===== config.mk =====
export PLATFORM = sky130hd
export DESIGN_NAME = ahb_mem_slave_flat
export DESIGN_NICKNAME = d
export VERILOG_FILES = /design/src/rtl/ahb_mem_slave_if.sv /design/src/rtl/ahb_mem_slave.sv /design/src/flat_wrapper.sv
export SDC_FILE = /design/constraint.sdc
export NUM_CORES = 1
export LEC_CHECK = 0
export CORE_MARGIN = 2
export CORE_UTILIZATION = 49
export CTS_BUF_LIST = sky130_fd_sc_hd__clkbuf_16
export DETAILED_ROUTE_END_ITERATION = 16
export GPL_ROUTABILITY_DRIVEN = 0
export GPL_TIMING_DRIVEN = 1
export PLACE_DENSITY = 0.67
export SYNTH_ARGS = -nofsm -noshare
export SYNTH_HDL_FRONTEND = slang
export SYNTH_SLANG_ARGS = --single-unit
export TNS_END_PERCENT = 5

===== constraint.sdc =====
create_clock -name HCLK -period 2.65 [get_ports HCLK]
set_clock_uncertainty 0.15 [all_clocks]
set_input_delay 0.3975 -clock HCLK [delete_from_list [all_inputs] [get_ports HCLK]]
set_output_delay 0.3975 -clock HCLK [all_outputs]
set_load 0.02 [all_outputs]

===== src/rtl/ahb_mem_slave_if.sv =====
// rtl/ahb_mem_slave_if.sv - AHB-lite bus bundle between master and memory slave
interface ahb_mem_slave_if;
  logic        HSEL;
  logic [31:0] HADDR;
  logic [1:0]  HTRANS;
  logic        HWRITE;
  logic [1:0]  HSIZE;
  logic [31:0] HWDATA;
  logic        HREADY;
  logic        HREADYOUT;
  logic [1:0]  HRESP;
  logic [31:0] HRDATA;

  modport slave (
    input  HSEL, HADDR, HTRANS, HWRITE, HSIZE, HWDATA, HREADY,
    output HREADYOUT, HRESP, HRDATA
  );

  modport master (
    output HSEL, HADDR, HTRANS, HWRITE, HSIZE, HWDATA, HREADY,
    input  HREADYOUT, HRESP, HRDATA
  );
endinterface


===== src/rtl/ahb_mem_slave.sv =====
// rtl/ahb_mem_slave.sv - AHB-lite word memory slave with wait states and two-cycle ERROR
module ahb_mem_slave #(
  parameter int ADDR_WIDTH  = 4,
  parameter int WAIT_STATES = 1
) (
  input  logic            HCLK,
  input  logic            HRESETn,
  ahb_mem_slave_if.slave  bus
);
  localparam int         DEPTH = 1 << ADDR_WIDTH;
  localparam logic [1:0] WS    = 2'(WAIT_STATES);
  localparam logic [1:0] OKAY  = 2'b00;
  localparam logic [1:0] ERROR = 2'b01;

  typedef enum logic [2:0] {S_IDLE, S_WAIT, S_DATA, S_ERR1, S_ERR2} state_t;

  state_t                state;
  logic [1:0]            wait_cnt;
  logic                  wr_q;
  logic [ADDR_WIDTH-1:0] idx_q;
  logic                  ready_q;
  logic [1:0]            resp_q;
  logic [31:0]           mem [DEPTH];

  logic        accept;
  logic        bad;
  logic [19:0] offset;
  logic        unused_bits;

  assign offset      = bus.HADDR[19:0];
  assign unused_bits = ^{bus.HADDR[31:20], bus.HTRANS[0]};

  // ready_q gates accept so an address held during our own wait cycles is ignored
  assign accept = bus.HSEL & bus.HTRANS[1] & bus.HREADY & ready_q;
  assign bad    = (bus.HSIZE != 2'b10) | (offset[1:0] != 2'b00) |
                  ((offset >> (ADDR_WIDTH + 2)) != 20'd0);

  always_ff @(posedge HCLK or negedge HRESETn) begin
    if (!HRESETn) begin
      state    <= S_IDLE;
      wait_cnt <= 2'd0;
      wr_q     <= 1'b0;
      idx_q    <= '0;
      ready_q  <= 1'b1;
      resp_q   <= OKAY;
    end else begin
      case (state)
        S_WAIT: begin
          if (wait_cnt == 2'd1) begin
            state    <= S_DATA;
            wait_cnt <= 2'd0;
            ready_q  <= 1'b1;
          end else begin
            wait_cnt <= wait_cnt - 2'd1;
          end
        end
        S_ERR1: begin
          state   <= S_ERR2;
          ready_q <= 1'b1;
        end
        default: begin
          // IDLE, DATA and ERR2 all present HREADYOUT=1, so a pipelined accept may land here
          if (accept) begin
            wr_q  <= bus.HWRITE;
            idx_q <= bus.HADDR[ADDR_WIDTH+1:2];
            if (bad) begin
              state   <= S_ERR1;
              ready_q <= 1'b0;
              resp_q  <= ERROR;
            end else if (WS == 2'd0) begin
              state   <= S_DATA;
              ready_q <= 1'b1;
              resp_q  <= OKAY;
            end else begin
              state    <= S_WAIT;
              wait_cnt <= WS;
              ready_q  <= 1'b0;
              resp_q   <= OKAY;
            end
          end else begin
            state   <= S_IDLE;
            ready_q <= 1'b1;
            resp_q  <= OKAY;
          end
        end
      endcase
    end
  end

  always_ff @(posedge HCLK or negedge HRESETn) begin
    if (!HRESETn) begin
      for (int i = 0; i < DEPTH; i++) mem[i] <= 32'h0;
    end else if (state == S_DATA && wr_q) begin
      mem[idx_q] <= bus.HWDATA;
    end
  end

  assign bus.HREADYOUT = ready_q;
  assign bus.HRESP     = resp_q;
  assign bus.HRDATA    = (state == S_DATA && !wr_q) ? mem[idx_q] : 32'h0;
endmodule


===== src/flat_wrapper.sv =====
// flat-port wrapper written by rule: the top's interface ports become plain ports
module ahb_mem_slave_flat 
#(
  parameter int ADDR_WIDTH  = 4,
  parameter int WAIT_STATES = 1
)
  (HCLK, HRESETn, bus_HSEL, bus_HADDR, bus_HTRANS, bus_HWRITE, bus_HSIZE, bus_HWDATA, bus_HREADY, bus_HREADYOUT, bus_HRESP, bus_HRDATA);
  ahb_mem_slave_if bus_i ();
  input  logic HCLK;
  input  logic HRESETn;
  input wire logic [$bits(bus_i.HSEL)-1:0] bus_HSEL;
  input wire logic [$bits(bus_i.HADDR)-1:0] bus_HADDR;
  input wire logic [$bits(bus_i.HTRANS)-1:0] bus_HTRANS;
  input wire logic [$bits(bus_i.HWRITE)-1:0] bus_HWRITE;
  input wire logic [$bits(bus_i.HSIZE)-1:0] bus_HSIZE;
  input wire logic [$bits(bus_i.HWDATA)-1:0] bus_HWDATA;
  input wire logic [$bits(bus_i.HREADY)-1:0] bus_HREADY;
  output wire logic [$bits(bus_i.HREADYOUT)-1:0] bus_HREADYOUT;
  output wire logic [$bits(bus_i.HRESP)-1:0] bus_HRESP;
  output wire logic [$bits(bus_i.HRDATA)-1:0] bus_HRDATA;
  assign bus_i.HSEL = bus_HSEL;
  assign bus_i.HADDR = bus_HADDR;
  assign bus_i.HTRANS = bus_HTRANS;
  assign bus_i.HWRITE = bus_HWRITE;
  assign bus_i.HSIZE = bus_HSIZE;
  assign bus_i.HWDATA = bus_HWDATA;
  assign bus_i.HREADY = bus_HREADY;
  assign bus_HREADYOUT = bus_i.HREADYOUT;
  assign bus_HRESP = bus_i.HRESP;
  assign bus_HRDATA = bus_i.HRDATA;
  ahb_mem_slave #(.ADDR_WIDTH(ADDR_WIDTH), .WAIT_STATES(WAIT_STATES)) u_core (.HCLK(HCLK), .HRESETn(HRESETn), .bus(bus_i));
endmodule

# Word-level counts from Yosys, hierarchy flattened
# Cells that the tools add are included.
# Widths: inputs -> output; s select.
[totals]
wordCells = 70
ff_bits = 525
out_inout_bits = 35
[op_classes]
add_sub_neg = 1
order_cmp = 2
muxes = 20
reduce_logical = 10
n_eq_ne = 7
bitwise_logic = 8
[op_table]
columns = ["operator", "count"]
rows = [
  ["$bwmux 512", 1],
  ["$bmux 32 s4", 1],
  ["$demux 32 s4", 1],
  ["$mux 32", 4],
  ["$reduce_bool 20->1", 1],
  ["$mux 2", 5],
  ["$eq 3x2->1 const B", 2],
  ["$pmux 3 s2", 1],
  ["$ge 5x5->1 const B", 1],
  ["$lt 5x1->1 const B", 1],
  ["$not 4->5", 1],
  ["$mux 1", 4],
  ["$ne 2x2->1 const B", 2],
  ["$pmux 2 s2", 1],
  ["$reduce_bool 2->1", 2],
  ["$and 1x1->1", 3],
  ["$eq 3x1->1 const B", 1],
  ["$logic_and 1x1->1", 3],
  ["$mux 3", 1],
  ["$reduce_and 3->1", 1],
  ["$eq 2x1->1 const B", 1],
  ["$ne 2x1->1 const B", 1],
  ["$not 1->1", 2],
  ["$or 1x1->1", 2],
  ["5 further kinds", 5],
]

# Logic depth before layout (Yosys ltp)
[logic_depth]
word_depth = 6
depth_mapped = 7
ltp_nobuf = 4

# Least setup slack after synthesis
# Ideal clock, no wire load.
[synth_path]
path_kind = "reg2out"
startpoint = "reg u_core.idx_q[0]"
endpoint = "out bus_HRDATA[10]"
required_time_ns = 2.102
stages_incl_launch_ff = 6
t_arrival_ns = 1.923
path_slack_ns = 0.180
n_path_buf = 3
cell_sequence = "dfrtp_1 > buf_4 > buf_6 > buf_2 > mux4_2 > a221o_1"
[synth_via]
elab_chain_len = 5
[synth_rtl]
columns = ["element", "line", "rtl"]
rows = [
  ["start, declared", "ahb_mem_slave.sv:20", "logic [ADDR_WIDTH-1:0] idx_q;"],
  ["start signal, assigned", "ahb_mem_slave.sv:65", "idx_q <= bus.HADDR[ADDR_WIDTH+1:2];"],
  ["$not 4->5 (implied by the code)", "ahb_mem_slave.sv:100", "assign bus.HRDATA = (state == S_DATA && !wr_q) ? mem[idx_q] : 32'h0;"],
  ["$bmux 32 s4", "ahb_mem_slave.sv:100", ""],
  ["$mux 32 (implied by the code) (2 in a row)", "ahb_mem_slave.sv:100", ""],
  ["$mux 32", "ahb_mem_slave.sv:100", ""],
  ["end, declared", "flat_wrapper.sv:20", "output wire logic [$bits(bus_i.HRDATA)-1:0] bus_HRDATA;"],
]
# Every way passes these cells. The select of a mux whose other input is x is not followed.

# Worst setup path after layout
[layout_path]
startpoint = "reg u_core.idx_q[0]"
endpoint = "out bus_HRDATA[8]"
# The elaborated chain is that of the path after synthesis.

==> flow_metrics.py <==
metrics = {
    "status": {
        "outcome": "finished with violations",
        "violations": "setup timing",
    },
    "timing": {
        "period_share": 1.247,
        "worst_pin_slew_ns": 0.6580,
        "fin_crit_ns": 3.303,
        "hold_viol": 0,
        "setup_viol": 32,
        "relSlewSlack": 0.5599,
        "maxSlewViolCount": 0,
        "timing.setup.tns_ns": -18.07,
        "rsz0062_at_grt": "true",
        "setup_slack_ns": -0.6533,
        "max_freq_mhz": 302.7,
    },
    "global_route": {
        "track_usage": 0.2339,
        "grt_pass1_vias": 14500,
        "grt_pass1_wl_mm": 88.58,
        "grt-ovfl-total": 0,
        "antenna_found_initial": 0,
        "grt_max_degree": 67,
    },
    "placed_design": {
        "port_buffers": 93,
        "dp_slack_ns": -0.4816,
        "dp_hpwl_mm": 34.22,
        "dp_cells": 2135,
        "place_area_sq_mm": 0.02616,
    },
    "worst_setup_path": {
        "critPathKind": "reg -> out",
        "cp_common_cell": "buf_12",
        "cp_max_fo": 7,
        "crit_slowest_cell": "dfrtp_4",
        "crit_path_start_kind": "flip-flop",
        "r2r_setup_slack_ns": 0.19,
        "crit_chain": "buf_12, buf_16, buf_12, mux4_2, mux2_4, a221o_1, buf_6",
        "worst_ep_arrival_time_ns": 2.76,
        "critPathTopFamily": "multiplexers",
        "crit_buf_inv": 4,
        "max_stage_delay_ns": 0.51,
        "worst_ep_required_time_ns": 2.10,
        "cp-end-kind": "output pin",
    },
    "detailed_routing": {
        "dr_wl_met3_mm": 2.059,
        "firstDrtPassIters": 4,
        "dr_total_vias": 13290,
        "wl_mm": 56.56,
        "wl_met2_mm": 28.33,
        "wl_per_cell_um": 25.16,
        "drt_iter0_drc": 789,
        "drc": 0,
        "wl_met1_mm": 25.07,
        "routed.top_layer": "met4",
        "ant_nets": 0,
        "post_drt_via_cell_ratio": 5.911,
    },
    "cells_and_area": {
        "area_growth_pct": 18.00,
        "layout-drive-gt1-share": 0.5615,
        "num-fill-cells": 3659,
        "antenna_cells": 0,
        "stdcell_count": 2248,
        "nets": 1670,
        "design_area_sq_mm": 0.02796,
    },
    "clock_network": {
        "cts_tree": "done",
        "clk_path_buf_depth": 3,
        "cts_root_buf": "clkbuf_16",
        "cts_buffers": 56,
        "clkSinkCount": 524,
        "cts_max_level": 2,
        "worstSkewPairLatency_ns": 0.60,
        "clk_pin_slew_ns": 0.06,
    },
    "die": {
        "core-area_sq_mm": 0.04775,
        "die_area_sq_mm": 0.05014,
        "placement_rows": 80,
        "fp.dieW_um": 223.9,
        "start_util": 0.4963,
        "io_pins": 108,
        "die_y_um": 223.9,
    },
    "yosys": {
        "synthAdderAreaFrac": 0.0005280,
        "netlist_area_sq_mm": 0.02370,
        "muxShareOfSynthArea": 0.3825,
        "syn_avg_cell_area_sq_um": 16.33,
        "syn-num-nets": 1525,
        "yosysSeqAreaShare": 0.5534,
        "synth_compound_area_frac": 0.01536,
        "synth_top_family_by_area": "multiplexers",
        "synth_cells": 1451,
        "synthXorXnorAreaFrac": 0,
        "synth-seq-cells": 524,
        "yosysWarnings": 0,
        "synthFlopType": "dfrtp_1",
        "synth_edf_count": 0,
        "synth_cell_types": 38,
        "synthArstFlopShare": 1.000,
        "synthSimpleGateAreaFrac": 0.02096,
    },
    "pwr": {
        "p_leak_nw": 12.30,
        "vdd_drop_max_uv": 573.1,
        "powerDensity_mw_per_mm2": 1065,
    },
    "flow_run": {
        "drv_cap": 0,
    },
    "min_path": {
        "hold_path_class": "in -> async",
    },
}
-- final timing paths --
kind,startpoint,end,cells past startpoint
setup / recovery,u_core.idx_q[0],bus_HRDATA[8],7
hold / removal,HRESETn,u_core.mem[382],2
setup reg to reg,u_core.state[0],u_core.mem[279],6
hold reg to reg,u_core.bus.HRESP[0],u_core.bus.HRESP[0],1
max in group asynchronous,HRESETn,u_core.mem[395],3
min in group HCLK,bus_HADDR[3],u_core.idx_q[1],2
-- cell usage in the layout, fill, tap and decap left out, drive strengths merged, types with 8 or more instances in the layout --
master / netlist / final
nand2: 8 / 8
mux2: 549 / 549
nor2b: 37 / 37
clkbuf: 54 / 57
clkinv: 0 / 23
dfrtp: 523 / 523
buf: 75 / 155
clkdlybuf4s50: 0 / 60
mux4: 128 / 128
a221o: 32 / 32
inv: 1 / 14
-- where the power goes --
| part | internal (W) | switching, W | total [W] |
|---|---|---|---|
| Sequential | 0.0110 | 0.00155 | 0.0125 |
| Combinational | 0.00656 | 0.00358 | 0.0101 |
| Clock | 0.00403 | 0.00307 | 0.00710 |
| Total | 0.0216 | 0.00821 | 0.0298 |
-- stage by stage --
step           total power [W]    util  hold WS [ns]
2_1_floorplan          0.01937       -      -0.04809
3_5_place_dp           0.02233  0.5478        0.2575
6_report               0.02979  0.5857        0.2210
3_3_place_gp           0.02196  0.5478        0.2512
4_1_cts                0.03002  0.5852        0.2115
5_1_grt                0.03139  0.5857        0.2355
-- repair_timing --
action,CTS,global route
hold endpoints to repair,49,0
hold buffers,1,0
gates resized for setup,150,8
gates cloned,3,0
endpoints found under the setup margin,32,32
setup buffers,13,2
pin swaps,1,2
-- kinds of logic after synthesis --
| kind of cell | count (synthesis) |
|---|---|
| flops | 524 |
| fa+ha+maj | 1 |
| mux | 677 |
| buf+inv | 130 |
| compound gates | 38 |
| other cells | 1 |
| simple gates | 80 |
-- per-layer routing --
metal,vias to the layer above,track usage
met5,-,0
met4,0,0.05441
met3,65,0.03869
met2,218,0.3902
met1,7282,0.3242
li1,5724,-
-- flip-flops by register name (all words and copies together), names as in the netlist --
signal / cells
u_core.state: 3
u_core.wait_cnt: 2
u_core.mem: 512
u_core.bus.HRESP: 1
u_core.idx_q: 4
u_core.wr_q: 1
u_core.bus.HREADYOUT: 1
-- cell type report --
type                       instances  area, sq um  area share
clock buffer                      57         1426     0.05101
clock inverter                    38        206.4    0.007383
inverter                           1        3.754   0.0001342
multi-input combinational        797        10020      0.3583
sequential                       524        13120      0.4693
tap                              615        769.5     0.02752
timing repair buffer             216         2416     0.08640
-- cells in the mapped netlist, types with 2 or more instances --
| library cell | n | area, sq um |
|---|---|---|
| a21o_1 | 2 | 15.01 |
| nor3b_2 | 2 | 25.02 |
| nand2_1 | 8 | 30.03 |
| nand3b_1 | 2 | 15.01 |
| nor2_1 | 5 | 18.77 |
| and3b_1 | 3 | 26.28 |
| a221o_1 | 32 | 320.3 |
| nand3_1 | 5 | 25.02 |
| mux4_2 | 128 | 2883 |
| buf_4 | 12 | 90.09 |
| buf_6 | 6 | 67.56 |
| nor3_1 | 3 | 15.01 |
| nor4_1 | 4 | 25.02 |
| dfrtp_1 | 523 | 13090 |
| mux2_2 | 542 | 6103 |
| buf_2 | 49 | 245.2 |
| clkbuf_1 | 52 | 195.2 |
| buf_1 | 8 | 30.03 |
| and3_1 | 3 | 18.77 |
| mux2_1 | 7 | 78.83 |
| clkbuf_2 | 2 | 10.01 |
| nor2b_1 | 37 | 231.5 |
Power figures use the tool's default switching activity.
==> patch 1, RTL diff (same settings) <==
Re-encode `state_t` (5 states) as one-hot, 5 bits wide.
--- a/src/rtl/ahb_mem_slave.sv
+++ b/src/rtl/ahb_mem_slave.sv
@@ -12,7 +12,7 @@
   localparam logic [1:0] OKAY  = 2'b00;
   localparam logic [1:0] ERROR = 2'b01;
 
-  typedef enum logic [2:0] {S_IDLE, S_WAIT, S_DATA, S_ERR1, S_ERR2} state_t;
+  typedef enum logic [4:0] {S_IDLE = 5'b00001, S_WAIT = 5'b00010, S_DATA = 5'b00100, S_ERR1 = 5'b01000, S_ERR2 = 5'b10000} state_t;
 
   state_t                state;
   logic [1:0]            wait_cnt;
Check against the original RTL: same outputs for any inputs over 4 cycles, from zero or initial values and one cycle with HRESETn low; so few cycles prove little.
==> patch 1 against the original RTL <==
The flow still finishes with violations (negative setup slack). Routed wire length rose by 1.2%. Cell count rose by 1.2%. Sequential share of layout area barely moved. Die area barely moved. Final area rose by 0.40%. First-iteration DRC count rose by 1.3%. Critical path depth did not move. Setup slack improved by 0.022 ns. Sequential cell count rose by 2. Synthesized area barely moved. Via count rose by 2.8%. Critical endpoint is now bus_HRDATA[13].
Power is not compared: it rests on default switching activity, and its combinational part moved more than twofold at a synthesized area within 25%.
==> patch 1: results (changes against the original RTL) <==
Setup path
  – CP arrival: 2.73 ns (-0.03 ns)
  – R2R Path Start: u_core.state[3]
  – Crit path largest cell delay: 0.56 ns (+0.05 ns)
  – R2r setup slk: 0.07 ns (-0.12 ns)

Global routing
  – Met2 Resource Use GR: 0.391 (+0.000701)
  – GR Layer Usage met1: 0.335 (+0.0105)
  – GRT met3 Usage: 0.0376 (-0.00105)
  – First-pass GRT wire length: 90300 um (+1.9%)
  – Largest net degree at the start of global routing: 86 (+28%)
  – GRT Util Overall: 0.238 (+0.00407)
  – Vias in the first global route: 14842 (+2.4%)

STA
  – Final hold slack: 0.170 ns (-0.0507 ns)
  – Measured slew at the worst slew-check pin: 0.685 ns (+0.0272 ns)
  – Worst setup margin: -0.632 ns (+0.0218 ns)
  – Setup Viol. Count Final: 32 (unchanged)
  – Fin Setup TNS: -18.37 ns (-0.305 ns)

Place
  – # placed instances: 2160 (+1.2%)
  – Hpwl dp: 35200 um (+2.9%)
  – Placed Area: 0.0263 mm2 (+0.42%)

Routing
  – Met3 Wirelength: 2420 um (+18%)
  – Drt wl/cell: 25.2 um (about the same)
  – Vias: 13659 (+2.8%)
  – DR WL met2: 28300 um (-0.18%)
  – 1st-iter DRT viols: 799 (+1.3%)
  – First-pass detailed-route iteration total: 7 (+3)

Final layout
  – Data buffer area share: 0.0826 (-0.00382)
  – Final Non-Filler Cells: 2274 (+1.2%)
  – Nonclk buf count: 219 (+1.4%)
  – Nets: 1686 (+0.96%)
  – Inverters: 3 (+2)
  – Fill cells: 3644 (-0.41%)
  – Largest regs: u_core.mem (512), u_core.state (5), u_core.idx_q (4)
  – Fraction of area in multi-input gates: 0.361 (+0.00262)

Synthesis
  – Post-Syn Nets: 1542 (+1.1%)
  – Mapped Avg Cell Area: 16.1 um2 (-1.1%)
  – Sequential share of the synthesized area: 0.555 (+0.00199)
  – Main area contributors after synthesis: dfrtp_1 (55%), mux2_2 (24%), mux4_2 (12%), mux2i_1 (1.4%), a221o_1 (1.4%)
  – Commonest cells post-synth: dfrtp_1 (524), mux2_2 (503), mux4_2 (128), clkbuf_1 (71), nor4_1 (37)

Outcome
  – Failing checks: negative setup slack
  – Status: complete, but fails checks

Clocking
  – Worst skew pair latency: 0.62 ns (+0.02 ns)
  – Clock buffer count from CTS: 57 (+1.8%)
-- patch 1: cell types whose count changed after synthesis, sizes merged, moves of 12 or more --
cell and change:
nor2b -33, mux2 -32, mux2i +33, clkbuf +17
buf -12, nor4 +34
-- patch 1: what timing repair did --
item / CTS / global route
cloned: 2 / 0
hold endpoints to repair: 134 / 0
hold buffers: 1 / 0
pin swaps: 3 / 2
buffers inserted: 6 / 1
gates resized for setup: 159 / 20
endpoints found under the setup margin: 62 / 44
-- patch 1: logic make-up after synthesis --
family / Yosys count / share of synthesized area
simple gates: 87 / 0.0216
mux: 678 / 0.381
other cells: 1 / 0.000158
buf+inv: 137 / 0.0259
flops: 526 / 0.555
compound gates: 37 / 0.0150
xor+xnor: 1 / 0.000370
fa+ha+maj: 1 / 0.000528
-- patch 1: where the power goes --
group / internal, mW / leakage, nW / switching, mW
logic: 1.39 / 4.96 / 1.29
registers: 8.26 / 6.73 / 0.179
clock network: 3.89 / 0.860 / 3.20
total: 13.5 / 12.5 / 4.67
==> patch 2, RTL diff (same flow settings) <==
Without the edit above. `ADDR_WIDTH` is set to 4 in 2 places; all go to 5.
--- a/src/rtl/ahb_mem_slave.sv
+++ b/src/rtl/ahb_mem_slave.sv
@@ -1,6 +1,6 @@
 // rtl/ahb_mem_slave.sv - AHB-lite word memory slave with wait states and two-cycle ERROR
 module ahb_mem_slave #(
-  parameter int ADDR_WIDTH  = 4,
+  parameter int ADDR_WIDTH  = 5,
   parameter int WAIT_STATES = 1
 ) (
   input  logic            HCLK,
--- a/src/flat_wrapper.sv
+++ b/src/flat_wrapper.sv
@@ -1,7 +1,7 @@
 // flat-port wrapper written by rule: the top's interface ports become plain ports
 module ahb_mem_slave_flat 
 #(
-  parameter int ADDR_WIDTH  = 4,
+  parameter int ADDR_WIDTH  = 5,
   parameter int WAIT_STATES = 1
 )
   (HCLK, HRESETn, bus_HSEL, bus_HADDR, bus_HTRANS, bus_HWRITE, bus_HSIZE, bus_HWDATA, bus_HREADY, bus_HREADYOUT, bus_HRESP, bus_HRDATA);
Behaviour: not the same (Yosys sat finds a counterexample within 4 cycles, from zero or initial values and one cycle with HRESETn low).
==> patch 2 against the original RTL <==
The flow still finishes with violations (negative setup slack). Sequential cell count grew 513. Via count increased by 130%. Setup slack worse by 0.16 ns. Final area increased by 110%. Worst hold slack got worse by 0.18 ns. Synthesized area rose by 99%. Power rose by 73%. Routed wire length grew to 2.6 times the old value.
==> patch 2: results (changes against the original RTL) <==
Outcome
  – Status: complete, but fails checks
  – Failing checks: negative setup slack

STA
  – Worst setup margin: -0.810 ns (-0.157 ns)
  – Fin Setup TNS: -39.41 ns (-21.35 ns)
  – Setup Viol. Count Final: 247 (+670%)
  – Measured slew at the worst slew-check pin: 1.10 ns (+0.439 ns)
  – Relative slew slack: 0.266 (-0.294)

Routing
  – WL final: 148000 um (+160%)

Clocking
  – Worst skew pair latency: 0.67 ns (+0.07 ns)
  – H-tree depth: 3 (+1)
  – Cts repair resizes: 276 (+84%)
  – Post-CTS setup buffer count: 22 (+9)

Setup path
  – Critical path origin: u_core.idx_q[1]
  – Reg-to-Reg End: u_core.mem[506]
  – CP arrival: 2.91 ns (+0.15 ns)

Synthesis
  – Main area contributors after synthesis: dfrtp_1 (55%), mux2_2 (23%), mux2i_1 (11%), o22ai_1 (3.4%), clkbuf_1 (1.4%)
  – Sequential share of the synthesized area: 0.551 (-0.00201)
  – Count of cell types in the netlist: 41 (+7.9%)
  – Post-Syn Nets: 3466 (+130%)

Final layout
  – Largest regs: u_core.mem (1024), u_core.idx_q (5), u_core.state (3)
  – Nets: 3722 (+120%)

Place
  – Placed Area: 0.0519 mm2 (+99%)
  – Hpwl dp: 86500 um (+150%)

Power
  – Leak Pwr: 25.4 nW (+110%)

Global routing
  – Largest net degree at the start of global routing: 117 (+75%)
[patch 2: metal layers]
layer / global-route usage / up-vias / routed length (um)
met5: 0 / - / 0
met4: 0.125 / 0 / 7120
met3: 0.0531 / 398 / 9580
met2: 0.473 / 1181 / 69800
met1: 0.393 / 16531 / 61700
li1: - / 12964 / -
[patch 2: power by group]
group	internal [mW]	total, mW	switching [mW]	leakage [nW]
clock network	8.67	15.0	6.37	1.81
logic	8.47	16.8	8.32	10.9
registers	18.3	19.7	1.44	12.7
total	35.4	51.5	16.1	25.4
[patch 2: critical path: cells and delay by family (launching register included)]
| kind | cells | cell delay, ns |
|---|---|---|
| compound gates | 2 | 0.33 |
| simple gates | 1 | 0.39 |
| buf+inv | 5 | 0.79 |
| mux | 1 | 0.22 |
| flops | 1 | 0.46 |
[patch 2: worst max path at each step]
stage                     endpoint  slack, ns  cells after the start
floorplan           bus_HRDATA[12]       0.07                      7
global placement    bus_HRDATA[11]      -0.66                      7
detailed placement  bus_HRDATA[11]      -0.67                      7
CTS                 bus_HRDATA[12]      -0.83                      9
global route        bus_HRDATA[14]      -0.86                      9
finish              bus_HRDATA[23]      -0.81                      9
[patch 2: kinds of logic (layout without fill, tap and decap cells)]
group / after synthesis / after routing / share of synthesized area
compound gates: 297 / 297 / 0.0394
fa+ha+maj: 1 / 1 / 0.000266
buf+inv: 327 / 671 / 0.0316
flops: 1037 / 1037 / 0.551
mux: 1536 / 1536 / 0.354
other cells: 1 / 1 / 0.0000797
simple gates: 193 / 193 / 0.0234
[patch 2: cell type report]
class                           count  area [um2]
Clock buffer                      112        2800
Clock inverter                     86         687
Fill cell                        7085       37100
Inverter                            4        15.0
Multi-Input combinational cell   2028       21300
Sequential cell                  1037       26000
Tap cell                         1265        1580
Timing Repair Buffer              469        5650
